### src/rtl/dmem_arbiter_if.sv
// Bundle for the data-memory arbiter: two requester ports plus the memory-side bus.
// The arbiter binds to the slave modport; whatever drives the requests and models memory binds to master.
interface dmem_arbiter_if #(
  parameter int ADDR_W = 8,
  parameter int DATA_W = 8
);
  logic              req0;
  logic              we0;
  logic [ADDR_W-1:0] addr0;
  logic [DATA_W-1:0] wdata0;
  logic              ack0;
  logic [DATA_W-1:0] rdata0;

  logic              req1;
  logic              we1;
  logic [ADDR_W-1:0] addr1;
  logic [DATA_W-1:0] wdata1;
  logic              ack1;
  logic [DATA_W-1:0] rdata1;

  logic [ADDR_W-1:0] mem_addr;
  logic [DATA_W-1:0] mem_wdata;
  logic              mem_rd;
  logic              mem_wr;
  logic [DATA_W-1:0] mem_rdata;
  logic              busy;

  modport slave (
    input  req0, we0, addr0, wdata0,
    input  req1, we1, addr1, wdata1,
    input  mem_rdata,
    output ack0, rdata0, ack1, rdata1,
    output mem_addr, mem_wdata, mem_rd, mem_wr, busy
  );

  modport master (
    output req0, we0, addr0, wdata0,
    output req1, we1, addr1, wdata1,
    output mem_rdata,
    input  ack0, rdata0, ack1, rdata1,
    input  mem_addr, mem_wdata, mem_rd, mem_wr, busy
  );
endinterface

### src/rtl/dmem_arbiter.sv
// Round-robin arbiter sharing a single-port data memory between the processor port (0)
// and the debug/loader port (1); each access runs SETUP -> STROBE -> CAPTURE -> ACK.
module dmem_arbiter #(
  parameter int ADDR_W        = 8,
  parameter int DATA_W        = 8,
  parameter int STROBE_CYCLES = 1
) (
  input  logic          clk,
  input  logic          rst_n,
  dmem_arbiter_if.slave bus
);

  typedef enum logic [2:0] {
    IDLE,
    SETUP,
    STROBE,
    CAPTURE,
    ACK
  } stateT;

  localparam logic [3:0] CNT_INIT = 4'(STROBE_CYCLES - 1);

  stateT             stateReg, stateNext;
  logic [3:0]        cntReg, cntNext;
  logic [1:0]        reqSampledReg;
  logic [1:0]        reqLive;
  logic [1:0]        reqValid;
  logic              lastGrantReg;
  logic              grantReg;
  logic              weReg;
  logic [ADDR_W-1:0] addrReg;
  logic [DATA_W-1:0] wdataReg;
  logic [DATA_W-1:0] rdataReg [2];

  logic              winPort;
  logic              loadGrant;
  logic              captureRead;
  logic              memRd;
  logic              memWr;
  logic [1:0]        ackVec;

  // Requests are registered one edge before arbitration; a request only counts while it is
  // still asserted live, so a requester that drops req before grant is simply withdrawn.
  assign reqLive  = {bus.req1, bus.req0};
  assign reqValid = reqLive & reqSampledReg;

  always_comb begin
    winPort = 1'b0;
    case (reqValid)
      2'b01:   winPort = 1'b0;
      2'b10:   winPort = 1'b1;
      2'b11:   winPort = ~lastGrantReg;
      default: winPort = 1'b0;
    endcase
  end

  always_comb begin
    stateNext   = stateReg;
    cntNext     = cntReg;
    loadGrant   = 1'b0;
    captureRead = 1'b0;
    memRd       = 1'b0;
    memWr       = 1'b0;
    ackVec      = 2'b00;
    case (stateReg)
      IDLE: begin
        if (|reqValid) begin
          loadGrant = 1'b1;
          stateNext = SETUP;
        end
      end
      SETUP: begin
        cntNext   = CNT_INIT;
        stateNext = STROBE;
      end
      STROBE: begin
        memWr = weReg;
        memRd = ~weReg;
        if (cntReg == 4'd0) begin
          stateNext = CAPTURE;
        end else begin
          cntNext = cntReg - 4'd1;
        end
      end
      CAPTURE: begin
        captureRead = ~weReg;
        stateNext   = ACK;
      end
      ACK: begin
        ackVec[grantReg] = 1'b1;
        stateNext        = IDLE;
      end
      default: stateNext = IDLE;
    endcase
  end

  always_ff @(posedge clk) begin
    if (!rst_n) begin
      stateReg      <= IDLE;
      cntReg        <= '0;
      reqSampledReg <= '0;
      lastGrantReg  <= 1'b1;
      grantReg      <= 1'b0;
      weReg         <= 1'b0;
      addrReg       <= '0;
      wdataReg      <= '0;
    end else begin
      stateReg      <= stateNext;
      cntReg        <= cntNext;
      reqSampledReg <= reqLive;
      // Fields are frozen at grant so the memory sees stable address/data for the whole access.
      if (loadGrant) begin
        grantReg     <= winPort;
        lastGrantReg <= winPort;
        weReg        <= winPort ? bus.we1    : bus.we0;
        addrReg      <= winPort ? bus.addr1  : bus.addr0;
        wdataReg     <= winPort ? bus.wdata1 : bus.wdata0;
      end
    end
  end

  always_ff @(posedge clk) begin
    for (int i = 0; i < 2; i++) begin
      if (!rst_n) begin
        rdataReg[i] <= '0;
      end else if (captureRead && (grantReg == 1'(i))) begin
        rdataReg[i] <= bus.mem_rdata;
      end
    end
  end

  assign bus.ack0      = ackVec[0];
  assign bus.ack1      = ackVec[1];
  assign bus.rdata0    = rdataReg[0];
  assign bus.rdata1    = rdataReg[1];
  assign bus.mem_addr  = addrReg;
  assign bus.mem_wdata = wdataReg;
  assign bus.mem_rd    = memRd;
  assign bus.mem_wr    = memWr;
  assign bus.busy      = (stateReg != IDLE);

endmodule

### src/flat_wrapper.sv
// flat-port wrapper written by rule: the top's interface ports become plain ports
module dmem_arbiter_flat 
#(
  parameter int ADDR_W        = 8,
  parameter int DATA_W        = 8,
  parameter int STROBE_CYCLES = 1
)
  (clk, rst_n, bus_req0, bus_we0, bus_addr0, bus_wdata0, bus_req1, bus_we1, bus_addr1, bus_wdata1, bus_mem_rdata, bus_ack0, bus_rdata0, bus_ack1, bus_rdata1, bus_mem_addr, bus_mem_wdata, bus_mem_rd, bus_mem_wr, bus_busy);
  dmem_arbiter_if #(.ADDR_W(ADDR_W), .DATA_W(DATA_W)) bus_i ();
  input  logic clk;
  input  logic rst_n;
  input wire logic [$bits(bus_i.req0)-1:0] bus_req0;
  input wire logic [$bits(bus_i.we0)-1:0] bus_we0;
  input wire logic [$bits(bus_i.addr0)-1:0] bus_addr0;
  input wire logic [$bits(bus_i.wdata0)-1:0] bus_wdata0;
  input wire logic [$bits(bus_i.req1)-1:0] bus_req1;
  input wire logic [$bits(bus_i.we1)-1:0] bus_we1;
  input wire logic [$bits(bus_i.addr1)-1:0] bus_addr1;
  input wire logic [$bits(bus_i.wdata1)-1:0] bus_wdata1;
  input wire logic [$bits(bus_i.mem_rdata)-1:0] bus_mem_rdata;
  output wire logic [$bits(bus_i.ack0)-1:0] bus_ack0;
  output wire logic [$bits(bus_i.rdata0)-1:0] bus_rdata0;
  output wire logic [$bits(bus_i.ack1)-1:0] bus_ack1;
  output wire logic [$bits(bus_i.rdata1)-1:0] bus_rdata1;
  output wire logic [$bits(bus_i.mem_addr)-1:0] bus_mem_addr;
  output wire logic [$bits(bus_i.mem_wdata)-1:0] bus_mem_wdata;
  output wire logic [$bits(bus_i.mem_rd)-1:0] bus_mem_rd;
  output wire logic [$bits(bus_i.mem_wr)-1:0] bus_mem_wr;
  output wire logic [$bits(bus_i.busy)-1:0] bus_busy;
  assign bus_i.req0 = bus_req0;
  assign bus_i.we0 = bus_we0;
  assign bus_i.addr0 = bus_addr0;
  assign bus_i.wdata0 = bus_wdata0;
  assign bus_i.req1 = bus_req1;
  assign bus_i.we1 = bus_we1;
  assign bus_i.addr1 = bus_addr1;
  assign bus_i.wdata1 = bus_wdata1;
  assign bus_i.mem_rdata = bus_mem_rdata;
  assign bus_ack0 = bus_i.ack0;
  assign bus_rdata0 = bus_i.rdata0;
  assign bus_ack1 = bus_i.ack1;
  assign bus_rdata1 = bus_i.rdata1;
  assign bus_mem_addr = bus_i.mem_addr;
  assign bus_mem_wdata = bus_i.mem_wdata;
  assign bus_mem_rd = bus_i.mem_rd;
  assign bus_mem_wr = bus_i.mem_wr;
  assign bus_busy = bus_i.busy;
  dmem_arbiter #(.ADDR_W(ADDR_W), .DATA_W(DATA_W), .STROBE_CYCLES(STROBE_CYCLES)) u_core (.clk(clk), .rst_n(rst_n), .bus(bus_i));
endmodule
### config.mk
export PLATFORM = sky130hd
export DESIGN_NAME = dmem_arbiter_flat
export DESIGN_NICKNAME = d
export VERILOG_FILES = /design/src/rtl/dmem_arbiter_if.sv /design/src/rtl/dmem_arbiter.sv /design/src/flat_wrapper.sv
export SDC_FILE = /design/constraint.sdc
export NUM_CORES = 1
export LEC_CHECK = 0
export BUFFER_PORTS_ARGS = -buffer_cell sky130_fd_sc_hd__buf_2
export CORE_MARGIN = 8
export CORE_UTILIZATION = 45
export DETAILED_ROUTE_END_ITERATION = 6
export PLACE_DENSITY = 0.75
export SLEW_MARGIN = 20
export SYNTH_ARGS = -nofsm -noshare
export SYNTH_HDL_FRONTEND = slang
export SYNTH_SLANG_ARGS = --single-unit
### constraint.sdc
create_clock -name clk -period 2.55 [get_ports clk]
set_clock_uncertainty 0.1 [all_clocks]
set_input_delay 0.1275 -clock clk [delete_from_list [all_inputs] [get_ports clk]]
set_output_delay 0.1275 -clock clk [all_outputs]
set_load 0.005 [all_outputs]
==> reports/qor.yml, run 1 <==
outcome:
  status: "finished clean"
layout:
  layout-drive-gt1-share_pct: 35.0
  fin_nets: 329
  antenna_cells: 0
  final_cell_mix: "82 x buf_2, 28 x dfxtp_1, 21 x o21ai_0, 21 x a21oi_1, 18 x and2_1"
  final_common_cell: "buf_2"
  syn_to_final_growth_pct: 25.5
  final_util_pct: 58.8
  final_area_um2: 2560
detailed_routing:
  wire_per_inst_um: 16.5
  firstDrtPassIters: 4
  drt_iter0_markers: 179
  routed_wl_um: 5540
  vias: 1899
  via_per_inst: 5.67
  drc: 0
  ant_nets: 0
floorplanning:
  placementRows: 24
  ios: 83
  core_um2: 4350
  die_y_um: 83.3
  die_x_um: 83.3
  die-area_um2: 6940
  start_util_pct: 46.8
global_routing:
  grtUsageTotal_pct: 15.9
  grt_pass1_vias: 1959
  antenna_found_initial: 0
  overflow: 0
  grt_max_degree: 22
  grt_pass1_wl_um: 9340
sta:
  setup_viol: 0
  fmaxAchievable_mhz: 539
  tightest_slew_ns: 0.703
  hold_viol: 0
  setup_ws_ns: 0.694
  fin_crit_sh_pct: 72.8
  rsz0062_at_grt: "false"
  holdWs_ns: 0.00367
  maxSlewHeadroom_pct: 52.8
  fin_crit_ns: 1.86
  tns_ns: 0
  drv_slew: 0
critical_path:
  crit_slowest_cell: "nor3_1"
  worstPathCellList: "nand4b_1 -> nor3_1 -> and2_1"
  crit_buf_inv: 0
  cp_top_family: "simple AND/OR/NAND/NOR gates"
  required_ns: 2.61
  crit_path_end_kind: "flip-flop"
  cpPeakStageDelay_ns: 0.59
  critPathMaxFanout: 11
  worstSetupStartpointType: "flip-flop"
  critical_path_class: "flip-flop to flip-flop"
  arrival_ns: 1.91
power:
  ir_drop_v: 0.000350
  powerDensity_nw_per_um2: 596
  p_leak_uw: 0.00109
logic_synthesis:
  yosysWarningCount: 0
  ys_top_cells_by_area: "dfxtp_1 27%, edfxtp_1 24%, a311oi_1 7.3%"
  synth_seq_area_share_pct: 51.0
  synth-edff-count: 16
  synth_top_area_share_pct: 27.5
  syn_area_per_cell_um2: 9.90
  synth_seq_cells: 44
  yosys.area.top_type: "dfxtp_1"
  syn-cell-area_um2: 2040
  synth_nets: 253
  synthDistinctLibCells: 41
  async_flop_share_pct: 0
  synth-main-ff-cell: "dfxtp_1"
  netlist_instances: 206
clocking:
  cts.sinks: 44
  clk_latency_ns: 0.29
  clk_pin_slew_ns: 0.09
  numCtsBuffers: 5
  cts_max_level: 2
  clock-root-buffer: "clkbuf_8"
  clockBufferDepth: 2
  cts_tree: "built"
place:
  dpl-instance-area_um2: 2460
  dp_hpwl_um: 4070
  gp_congestion: 0.795
  io_buffers: 82
  pre_cts_slack_ns: 0.697
job:
  maxCapViolations: 0
min_path:
  hp-class: "input pin to flip-flop"
[layout make-up]
cell class	count	area [um^2]
Fill cell	426	1800
Sequential cell	44	1040
Multi-Input combinational cell	137	888
Timing Repair Buffer	87	450
Clock buffer	5	68.8
Tap cell	52	65.1
Inverter	7	26.3
Clock inverter	3	18.8
[metal layers]
layer / vias to the layer above / GRT usage, % / wire length [um]
met1: 873 / 19.7 / 2460
met4: 0 / 5.43 / 49
met5: - / 0 / 0
met2: 80 / 24.5 / 2570
met3: 6 / 6.25 / 461
li1: 940 / - / -
[cells in the mapped netlist, drive strengths merged, types with 2 or more instances]
library cell and n:
o31ai 2, or4 3, nand2 3, edfxtp 16, nand4 17, inv 7, o21ai 21, nor3 2
or3 2, buf 7, nor2 7, clkbuf 11, nor4bb 2, dfxtp 28, a32o 2, nand3 2
and2 18, or3b 2, nand2b 3, a311oi 17, a21oi 21
[repair_timing]
action	in CTS	in global routing
hold buffers	1	0
resized for setup	0	0
setup buffers	0	0
endpoints found under the hold margin	1	0
[kinds of logic after synthesis]
kind of cell               Yosys count  synth area share, %
AOI/OAI and AO/OA                   68                 21.3
buffers and inverters               25                 5.40
xor gates and xnor gates             1                0.430
and+or+nand+nor                     67                 21.2
DFF                                 44                 51.0
adders and majority gates            1                0.613
[through the flow]
step | std cells | power (uW)
after floorplan | 206 | 990
after global placement | 326 | 1100
after detailed placement | 326 | 1110
after CTS | 335 | 1540
after global routing | 335 | 1600
final | 335 | 1530
[registers in the layout, summed over array words and instances, names as in the netlist, 2 cells and up]
signal                cells
u_core.bus.mem_addr       8
u_core.bus.mem_wdata      8
u_core.cntReg             4
u_core.rdataReg          16
u_core.reqSampledReg      2
u_core.stateReg           3
[final timing paths]
check	slack, ns	start	endpoint	depth (start not counted)
setup reg to reg	0.69	u_core.stateReg[0]	u_core.rdataReg[0][7]	3
hold reg to reg	0.42	u_core.bus.mem_wdata[6]	u_core.bus.mem_wdata[6]	2
setup / recovery	0.69	u_core.stateReg[0]	u_core.rdataReg[0][7]	3
hold / removal	0.004	bus_addr0[7]	u_core.bus.mem_addr[7]	3
[worst reg2reg max path, cell delays in order, from the launching register on]
cell      delay (ns)
dfxtp_1         0.57
nand4b_1        0.22
nor3_1          0.59
and2_1          0.23
[where the power goes]
part           internal [uW]  leakage [uW]  switching [uW]
Combinational            126      0.000642             153
Clock                    191     0.0000479             240
Sequential               776      0.000395            40.7
Note: power is estimated with default switching activity, not from simulation.
==> run 2, diff against run 1 <==
- clock period: 2.55 -> 1.9 ns (I/O delays scaled with it)
==> reports/qor.yml, run 2 (synthesized netlist as in run 1, its figures left out) <==
outcome:
  status: "finished clean"
sta:
  setup_viol: 0  # unchanged
  maxSlewHeadroom_pct: 60.7  # +7.9 points
  hold_viol: 0  # unchanged
  setup_ws_ns: 0.191  # -0.503 ns
  tns_ns: 0  # unchanged
  rsz0062_at_grt: "false"
  fin_crit_ns: 1.71  # -0.147 ns
  drv_slew: 0  # unchanged
  tightest_slew_ns: 0.590  # -0.113 ns
  fin_crit_sh_pct: 89.9  # +17 points
  fmaxAchievable_mhz: 585  # +8.6%
min_path:
  hold_depth: 3  # unchanged
  hp-class: "input pin to flip-flop"
  min_to: "u_core.bus.mem_wdata[1]"
  min_from: "bus_wdata0[1]"
critical_path:
  worstSetupStartpointType: "flip-flop"
  rr_worst_depth: 3  # unchanged
  worst_r2r_endpoint: "u_core.cntReg[1]"
  critical_path_class: "flip-flop to flip-flop"
  crit_path_end_kind: "flip-flop"
  arrival_ns: 1.83  # -0.08 ns
  worstPathCellList: "or3b_4 -> or4_1 -> a21oi_1"
  critPathMaxFanout: 11  # unchanged
  crit_slowest_cell: "or4_1"
  r2r_slack_ns: 0.19  # -0.50 ns
  cp_top_family: "simple AND/OR/NAND/NOR gates"
  required_ns: 2.02  # -0.59 ns
  cpPeakStageDelay_ns: 0.51  # -0.08 ns
  crit_buf_inv: 0  # unchanged
  worstReg2RegStart: "u_core.stateReg[0]"
power:
  clkPwrFrac_pct: 31.1  # +2.8 points
  p_int_uw: 1660  # +52%
  p_seq_share_pct: 48.3  # -5.2 points
  p_total_uw: 2260  # +48%
  p_comb_share_pct: 20.6  # +2.3 points
  p_leak_uw: 0.00129  # +19%
  power_switching_share_pct: 26.3  # -2.1 points
  ir_drop_v: 0.000424  # +21%
  switching_power_uw: 593  # +37%
  powerDensity_nw_per_um2: 743  # +25%
layout:
  largest_register: "u_core.rdataReg"
  regArea_um2: 1040  # unchanged
  fin_nets: 376  # +14%
  syn_to_final_growth_pct: 49.0
  final_area_um2: 3040  # +19%
  layoutNonFillerInstCount: 383  # +14%
  final_common_cell: "buf_2"
  n_fill_cell: 331  # -22%
  largest_register_ffs: 16  # unchanged
  layout-drive-gt1-share_pct: 32.1  # -2.9 points
  multi_input_area_um2: 888  # unchanged
  final_cell_mix: "82 x buf_2, 41 x dlygate4sd3_1, 28 x dfxtp_1"
floorplanning:
  core_um2: 4350  # unchanged
  die-area_um2: 6940  # unchanged
  start_util_pct: 46.8  # unchanged
  die_x_um: 83.3  # unchanged
  placementRows: 24  # unchanged
  ios: 83  # unchanged
  die_y_um: 83.3  # unchanged
global_routing:
  grt_use_met1_pct: 19.4  # -0.30 points
  grt_pass1_vias: 2250  # +15%
  grt_max_degree: 22  # unchanged
  busiest_layer: "met2"
  antenna_found_initial: 1  # +1
  overflow: 0  # unchanged
  grt_pass1_wl_um: 10600  # +14%
  grt_util_met2_pct: 31.7  # +7.1 points
  grtUsageTotal_pct: 18.0  # +2.1 points
  grt_use_met3_pct: 5.76  # -0.49 points
clocking:
  cts_resized: 0  # unchanged
  cts_tree: "built"
  clockBufferDepth: 2  # unchanged
  clk_pin_slew_ns: 0.08  # about the same
  cts.sinks: 44  # unchanged
  postCtsSetupBuffers: 0  # unchanged
  cts_max_level: 2  # unchanged
  numCtsBuffers: 5  # unchanged
  clock-root-buffer: "clkbuf_8"
  clk_latency_ns: 0.29  # about the same
detailed_routing:
  firstDrtPassIters: 4  # unchanged
  routed_wl_um: 6530  # +18%
  vias: 2147  # +13%
  drc: 0  # unchanged
  via_per_inst: 5.61  # -1.1%
  drt_iter0_markers: 110  # -39%
  ant_nets: 0  # unchanged
  wire_per_inst_um: 17.0  # +3.1%
job:
  maxCapViolations: 0  # unchanged
place:
  pre_cts_slack_ns: 0.220  # -0.477 ns
  io_buffers: 82  # unchanged
  dp_cells: 333  # +2.1%
  dp_hpwl_um: 4100  # +0.88%
  gp_congestion: 0.839  # +5.6%
  dpl-instance-area_um2: 2510  # +2.1%
run 2: cell types whose count changed in the layout (fill, tap and decap cells not counted), sizes merged:
cell / delta
diode: +1
dlygate4sd3: +40
buf: +7
clkinv: -2
bufinv: +1
clkinvlp: +1
run 2: area by class of cell:
cell class              count  share of cell area, %
inverters                   7                  0.865
flip-flops and latches     44                   34.3
multi-input cells         137                   29.2
clock buffers               5                   2.27
clock inverters             3                   1.40
repair buffers            134                   29.7
well taps                  52                   2.14
diodes                      1                 0.0824
run 2: worst max-delay path by stage:
stage	from	end	slack [ns]	depth (start not counted)
after detailed placement	u_core.stateReg[0]	u_core.cntReg[1]	0.22	3
after CTS	u_core.stateReg[0]	u_core.cntReg[1]	0.20	3
after floorplan	u_core.stateReg[1]	u_core.rdataReg[0][0]	0.009	4
after global routing	u_core.cntReg[0]	u_core.stateReg[0]	0.06	5
after global placement	u_core.stateReg[2]	u_core.cntReg[3]	0.26	3
final	u_core.stateReg[0]	u_core.cntReg[1]	0.19	3
run 2: per-stage QoR:
step	util [%]	hold WS [ns]
finish	69.8	0.000383
global placement	57.7	0.263
detailed placement	57.7	0.271
floorplan	-	0.122
CTS	69.7	0.000841
global route	69.8	0.00156
run 2: power by group through the flow:
stage	clock [uW]	sequential (uW)	combinational, uW
detailed placement	0	1110	391
global placement	0	1110	387
finish	702	1090	464
floorplan	0	1100	229
global route	750	1100	508
CTS	714	1090	457
run 2: per-layer routing:
metal | wire length (um) | part of all wire [%]
met2 | 3350 | 51
met1 | 2500 | 38
met5 | 0 | 0
met4 | 106 | 1.6
met3 | 566 | 8.7
run 2: what timing repair did:
item	4_1_cts	5_1_grt
hold endpoints to repair	31	0
hold buffers	41	0
endpoints found under the setup margin	0	0
run 2: worst reg2reg max path, cell delays in order (launching register included):
cell     delay (ns)
dfxtp_1        0.44
or3b_4         0.46
or4_1          0.51
a21oi_1        0.14
